[src/rtl/escritor_embarcacoes.sv]
// Ship-position memory writer: validates placement commits, writes accepted
// masks into the per-player ship memory, sweeps both memories clear after
// reset or on request, and tracks per-player occupancy and placed ships.
module escritor_embarcacoes #(
  parameter int NUM_EMB = 11,
  parameter int DATA_W  = 64,
  parameter int ADDR_W  = 5
) (
  input  logic               clk,
  input  logic               resetGeral,
  input  logic               limpar,
  input  logic               cmd_valid,
  output logic               cmd_ready,
  input  logic               cmd_jogador,
  input  logic [3:0]         cmd_indice,
  input  logic [DATA_W-1:0]  cmd_mascara,
  output logic               resp_valid,
  output logic [1:0]         resp_codigo,
  output logic               mem_we,
  output logic               mem_jogador,
  output logic [ADDR_W-1:0]  mem_addr,
  output logic [DATA_W-1:0]  mem_data,
  output logic [DATA_W-1:0]  ocupacao_j0,
  output logic [DATA_W-1:0]  ocupacao_j1,
  output logic [NUM_EMB-1:0] colocadas_j0,
  output logic [NUM_EMB-1:0] colocadas_j1,
  output logic               pronto_j0,
  output logic               pronto_j1
);

  localparam int CLR_WORDS = 2 * NUM_EMB;
  localparam int PTR_W     = $clog2(CLR_WORDS + 1);

  localparam logic [1:0] RC_OK      = 2'b00;
  localparam logic [1:0] RC_OVERLAP = 2'b01;
  localparam logic [1:0] RC_BAD     = 2'b10;
  localparam logic [1:0] RC_DUP     = 2'b11;

  typedef enum logic [2:0] {
    S_CLEAR = 3'd0,
    S_IDLE  = 3'd1,
    S_CHECK = 3'd2,
    S_WRITE = 3'd3,
    S_RESP  = 3'd4
  } state_t;

  state_t state, state_n;

  // clear-sweep pointer: 0..CLR_WORDS-1 are words to write, CLR_WORDS means done
  logic [PTR_W-1:0]   ptr, ptr_n;

  // latched command
  logic               lat_jog, lat_jog_n;
  logic [3:0]         lat_idx, lat_idx_n;
  logic [DATA_W-1:0]  lat_mask, lat_mask_n;

  // next values of registered outputs
  logic               we_n;
  logic               mjog_n;
  logic [ADDR_W-1:0]  maddr_n;
  logic [DATA_W-1:0]  mdata_n;
  logic               rv_n;
  logic [1:0]         rc_n;
  logic [DATA_W-1:0]  occ0_n, occ1_n;
  logic [NUM_EMB-1:0] plc0_n, plc1_n;

  // check helpers
  logic [NUM_EMB-1:0] sel_plc;
  logic [DATA_W-1:0]  sel_occ;
  logic [15:0]        plc_pad;
  logic [NUM_EMB-1:0] idx_bit;
  logic [1:0]         code;

  assign cmd_ready = (state == S_IDLE);

  // classify the latched command; first matching rule wins
  always_comb begin
    sel_plc = lat_jog ? colocadas_j1 : colocadas_j0;
    sel_occ = lat_jog ? ocupacao_j1  : ocupacao_j0;
    plc_pad = 16'(sel_plc);
    idx_bit = NUM_EMB'(1) << lat_idx;
    code    = RC_OK;
    if (lat_idx >= 4'(NUM_EMB) || lat_mask == '0)
      code = RC_BAD;
    else if (plc_pad[lat_idx])
      code = RC_DUP;
    else if ((lat_mask & sel_occ) != '0)
      code = RC_OVERLAP;
  end

  // next state plus next values of every registered output
  always_comb begin
    state_n    = state;
    ptr_n      = ptr;
    lat_jog_n  = lat_jog;
    lat_idx_n  = lat_idx;
    lat_mask_n = lat_mask;
    we_n       = 1'b0;
    mjog_n     = mem_jogador;
    maddr_n    = mem_addr;
    mdata_n    = mem_data;
    rv_n       = 1'b0;
    rc_n       = RC_OK;
    occ0_n     = ocupacao_j0;
    occ1_n     = ocupacao_j1;
    plc0_n     = colocadas_j0;
    plc1_n     = colocadas_j1;

    case (state)
      S_CLEAR: begin
        // limpar is deliberately ignored here; the sweep always completes
        if (ptr == PTR_W'(CLR_WORDS)) begin
          state_n = S_IDLE;
          ptr_n   = '0;
        end else begin
          we_n    = 1'b1;
          mdata_n = '0;
          if (ptr < PTR_W'(NUM_EMB)) begin
            mjog_n  = 1'b0;
            maddr_n = ADDR_W'(ptr);
          end else begin
            mjog_n  = 1'b1;
            maddr_n = ADDR_W'(ptr - PTR_W'(NUM_EMB));
          end
          ptr_n = ptr + PTR_W'(1);
        end
      end

      S_IDLE: begin
        if (limpar) begin
          // clear wins over a simultaneous commit, which is dropped
          state_n = S_CLEAR;
          ptr_n   = '0;
          occ0_n  = '0;
          occ1_n  = '0;
          plc0_n  = '0;
          plc1_n  = '0;
        end else if (cmd_valid) begin
          lat_jog_n  = cmd_jogador;
          lat_idx_n  = cmd_indice;
          lat_mask_n = cmd_mascara;
          state_n    = S_CHECK;
        end
      end

      S_CHECK: begin
        if (code == RC_OK) begin
          state_n = S_WRITE;
          we_n    = 1'b1;
          mjog_n  = lat_jog;
          maddr_n = ADDR_W'(lat_idx);
          mdata_n = lat_mask;
        end else begin
          state_n = S_RESP;
          rv_n    = 1'b1;
          rc_n    = code;
        end
      end

      S_WRITE: begin
        // the edge that ends the write commits occupancy and placed bit
        if (lat_jog) begin
          occ1_n = ocupacao_j1 | lat_mask;
          plc1_n = colocadas_j1 | idx_bit;
        end else begin
          occ0_n = ocupacao_j0 | lat_mask;
          plc0_n = colocadas_j0 | idx_bit;
        end
        state_n = S_RESP;
        rv_n    = 1'b1;
        rc_n    = RC_OK;
      end

      S_RESP: begin
        state_n = S_IDLE;
      end

      default: begin
        state_n = S_CLEAR;
        ptr_n   = '0;
      end
    endcase
  end

  // state and registered outputs; async reset restarts the clear sweep
  always_ff @(posedge clk or posedge resetGeral) begin
    if (resetGeral) begin
      state        <= S_CLEAR;
      ptr          <= '0;
      lat_jog      <= 1'b0;
      lat_idx      <= '0;
      lat_mask     <= '0;
      mem_we       <= 1'b0;
      mem_jogador  <= 1'b0;
      mem_addr     <= '0;
      mem_data     <= '0;
      resp_valid   <= 1'b0;
      resp_codigo  <= RC_OK;
      ocupacao_j0  <= '0;
      ocupacao_j1  <= '0;
      colocadas_j0 <= '0;
      colocadas_j1 <= '0;
      pronto_j0    <= 1'b0;
      pronto_j1    <= 1'b0;
    end else begin
      state        <= state_n;
      ptr          <= ptr_n;
      lat_jog      <= lat_jog_n;
      lat_idx      <= lat_idx_n;
      lat_mask     <= lat_mask_n;
      mem_we       <= we_n;
      mem_jogador  <= mjog_n;
      mem_addr     <= maddr_n;
      mem_data     <= mdata_n;
      resp_valid   <= rv_n;
      resp_codigo  <= rc_n;
      ocupacao_j0  <= occ0_n;
      ocupacao_j1  <= occ1_n;
      colocadas_j0 <= plc0_n;
      colocadas_j1 <= plc1_n;
      pronto_j0    <= &plc0_n;
      pronto_j1    <= &plc1_n;
    end
  end

endmodule
[config.mk]
export PLATFORM = sky130hd
export DESIGN_NAME = escritor_embarcacoes
export DESIGN_NICKNAME = d
export VERILOG_FILES = /design/src/rtl/escritor_embarcacoes.sv
export SDC_FILE = /design/constraint.sdc
export NUM_CORES = 1
export LEC_CHECK = 0
export CAP_MARGIN = 20
export CORE_MARGIN = 2
export CORE_UTILIZATION = 40
export DETAILED_ROUTE_END_ITERATION = 10
export PLACE_DENSITY = 0.69
export SLEW_MARGIN = 20
export SYNTH_ARGS = -nofsm -noshare
export SYNTH_HDL_FRONTEND = slang
export SYNTH_SLANG_ARGS = --single-unit
[constraint.sdc]
create_clock -name clk -period 12.8 [get_ports clk]
set_input_delay 2.56 -clock clk [delete_from_list [all_inputs] [get_ports clk]]
set_output_delay 2.56 -clock clk [all_outputs]
set_load 0.1 [all_outputs]
-- After elaboration in Yosys (flattened, before gate mapping)
Cells that the tools add are included.
- $add $sub $neg: 2
- mux-type cells: 44
- magnitude comparators: 3
- shifts and indexed selects: 1
- equal/unequal tests: 12
- reduce and logical (&&, ||, !) cells: 16
- bitwise operators: 7
- operator list (cell ; count):
    64-bit two-way mux ; 6
    64-bit case mux with 2 select lines ; 3
    64-bit bitwise OR ; 2
    64-bit AND ; 1
    64-bit zero test ; 1
    64-bit nonzero test ; 1
    11-bit two-way mux ; 5
    11-bit case mux with 2 select lines ; 2
    5-bit two-way mux ; 5
    11-bit bitwise OR ; 2
    11-bit AND reduction ; 2
    3-bit case mux with 5 select lines ; 1
    5-bit case mux with 3 select lines ; 1
    3-bit two-way mux ; 4
    2-bit inequality test, second input constant ; 6
    3-bit AND reduction ; 4
    1-bit by 4-bit left shift with 11-bit output, first input constant ; 1
    5-bit case mux with 2 select lines ; 1
    1-bit two-way mux ; 8
    2-bit two-way mux ; 4
    3-bit by 2-bit == test with 1-bit output, second input constant ; 2
    1-bit case mux with 2 select lines ; 3
    5-bit by 1-bit adder with 5-bit output, second input constant ; 1
    5-bit == test, second input constant ; 1
    15 further kinds ; 18
- flip-flop bits (word level): 303
- bits of input ports: 73

-- Longest topological paths before layout
- depth after elaboration: 9
- depth in mapped cells: 12

-- Worst setup path before layout
No wires, ideal clock.
- path type: reg2out
- start point: register state[0]
- end point: output cmd_ready
- slack: 8247 ps
- required time: 10240 ps
- data arrival time: 1993 ps
- stages on the path, launching flop included: 4
- cells stage by stage: dfrtp_1 -> clkbuf_1 -> nand2b_1 -> nor2_1
- cells in the longest elaborated chain, start to end: 1
- RTL lines (element ; RTL line ; RTL):
    from (decl) ; 47 ; state_t state, state_n;
    from (signal assigned) ; 206 ; state <= state_n;
    3-bit by 1-bit == test with 1-bit output ; 74 ; assign cmd_ready = (state == S_IDLE);
    to (decl) ; 13 ; output logic cmd_ready,
No other way between the ends.

-- Worst setup path after layout
Same ends and word-level chain as after synthesis.

==> reports/results.ini <==
[power]
power_density_nw_per_um2 = 297
vdd_drop_max_mv = 0.238
leakage_uw = 0.00774

[sta]
skew_ns = 0.0355
drv_slew = 0
layout_setup_ws_ns = 7.28
setup_viol = 0
fin_crit_sh_pct = 43.2
min_period_ns = 5.52
tns_ns = 0
fmax_mhz = 181
slew_headroom_pct = 27.2
hold_viol_final = 0
tightest_slew_ns = 1.09
rsz0062_at_grt = false

[clock_tree]
cts-resized-gates = 0
path_clk_slew_ns = 0.06
cts-root-buf = clkbuf_16
cts_tree = built
cts.sinks = 303
clockBufferDepth = 3
cts_hold_buf = 0
cts-htree-levels = 1
clk_latency_ns = 0.58
post_cts_buffers = 0
numCtsBuffers = 31

[setup_path]
cp.depth = 3
critical-path-slowest-cell = clkdlybuf4s50_1
cp-startpoint = state[0]
arrival_ns = 2.96
critical_path.endpoint = cmd_ready
worst_path_dominant_cell_family = buffers and inverters
worst-r2r-cell-count = 9
critPathMaxFanout = 10
startpoint_type = flip-flop
worst-path-buf-inv = 1
endpoint_kind = output pin
rr_endpoint = mem_data[10]
crit_type = reg2out
max_stage_delay_ns = 1.22
reg2reg_from = lat_jog
crit_required_ns = 10.24
crit_chain = nand2b_1 -> nor2_1 -> clkdlybuf4s50_1
ff2ff_setup_slack_ns = 7.93

[logic_synthesis]
netlist_area_um2 = 13100
ys_types = 50
syn_inst = 1366
seq_area_frac_synth_pct = 57.7
yosys.area.top_type_share_pct = 57.7
synth-async-reset-ratio_pct = 100
syn_area_per_cell_um2 = 9.61
synth_edf_count = 0
yosysWarnings = 0
yosysTopAreaCell = dfrtp_1
synth_area_leaders = dfrtp_1 (58%), nand2_1 (8.1%), a21oi_1 (6.0%)
synth_nets = 1441
yosys_register_bits = 303
synth_ff_type = dfrtp_1

[cells_and_area]
regArea_um2 = 7590
fin_nets = 1690
multi_input_area_um2 = 5120
syn2layout_area_growth_pct = 32.2
utilization_pct = 53.5
final_common_cell = dfrtp_1
final_cell_mix = dfrtp_1 (302), clkdlybuf4s50_1 (299), nand2_1 (282), nor2_1 (166), a21oi_1 (155)
design_area_um2 = 17400
finalNonFillerCells = 2080
drive_gt1_share_pct = 8.36
fillers = 2880
diodes = 0

[floorplanning]
core_region_area_um2 = 32500
rows = 66
io_pins = 300
die_w_um = 185
initial_core_util_pct = 40.5
die_area_um2 = 34300
die-height_um = 185

[placement]
dpl.cell_count = 2024
place_congestion = 0.845
place_area_um2 = 16400
numPortBuffers = 299
dpl.hpwl_um = 29800
post-place-ws_ns = 7.60

[grt]
grt_util_all_layers_pct = 25.8
grt_pass1_wl_um = 67600
first_global_vias = 11200
grt_max_degree = 175
grt-ovfl-total = 0
antenna_found_initial = 1

[drt]
drtIter0Drc = 1048
routed_wl_um = 44400
ant_nets = 0
drc = 0
wl_per_cell_um = 21.4
via_per_inst = 5.52
num_vias = 11500
dr.pass1.iters = 5

[worst_hold_path]
hold_class = reg2reg
hp-start = ocupacao_j0[7]

[job]
cap_viol_max_count = 0

[outcome]
status = complete, no violations

-- flip-flops by register name, indices dropped and copies added (netlist names), 2 cells and up --
signal / count
lat_mask: 64
mem_data: 64
ocupacao_j0: 64
ocupacao_j1: 64
colocadas_j0: 11
colocadas_j1: 11
mem_addr: 5
ptr: 5
lat_idx: 4
state: 3
resp_codigo: 2
-- cell type report --
cell class | count | area share [%]
tap | 442 | 3.19
clock buffer | 46 | 5.14
multi-input combinational | 962 | 29.5
timing repair buffer | 310 | 17.8
inverter | 7 | 0.195
sequential | 303 | 43.7
clock inverter | 10 | 0.519
-- metrics by stage --
stage	hold WS [ns]	power, uW
final	0.514	5150
after global routing	0.532	5370
after CTS	0.513	5160
after detailed placement	0.500	4270
after global placement	0.476	4230
after floorplan	0.497	3480
-- worst min-delay path by stage --
| stage | to | slack (ns) | cells after the start |
|---|---|---|---|
| finish | ocupacao_j0[7] | 0.51 | 2 |
| global route | mem_addr[3] | 0.53 | 1 |
| CTS | mem_addr[3] | 0.51 | 1 |
| detailed placement | mem_addr[3] | 0.50 | 1 |
| global placement | mem_addr[3] | 0.48 | 1 |
| floorplan | ptr[4] | 0.50 | 1 |
-- tightest hold or removal path, stage by stage, from the launching register on --
cell,delay (ns)
dfrtp_1,0.36
a21oi_1,0.05
nor2_1,0.07
-- per-layer routing --
| layer | vias to the layer above | routed length [um] | track usage, % | share of wire (%) |
|---|---|---|---|---|
| met5 | - | 0 | 0 | 0 |
| li1 | 5158 | - | - | - |
| met3 | 67 | 3790 | 5.43 | 8.5 |
| met2 | 533 | 20400 | 40.3 | 46 |
| met4 | 0 | 1250 | 7.33 | 2.8 |
| met1 | 5730 | 19000 | 36.3 | 43 |
-- cell usage after synthesis, drive strengths merged (5+ instances only) --
master	count
o21ai	74
a21oi	157
mux2i	8
nor3	6
nor4	17
nor2b	9
buf	20
mux2	69
inv	7
clkbuf	74
dfrtp	303
nand2	283
nand4	14
a31oi	5
a22oi	35
nand3	72
nor2	167
-- kinds of logic after synthesis --
| group | after synthesis | synth area share [%] |
|---|---|---|
| XOR/XNOR | 3 | 0.200 |
| adder cells (fa/ha/maj) | 2 | 0.191 |
| flip-flops | 303 | 57.7 |
| multiplexers | 81 | 7.24 |
| buffers and inverters | 101 | 3.56 |
| AND/OR/NAND/NOR | 587 | 18.9 |
| AO/OA/AOI/OAI | 289 | 12.2 |
-- power by group --
group	internal, uW	total [uW]	switching [uW]
clock	501	883	382
sequential	1250	1710	464
combinational	655	2550	1900
total	2400	5150	2750
(Power assumes the default switching activity.)
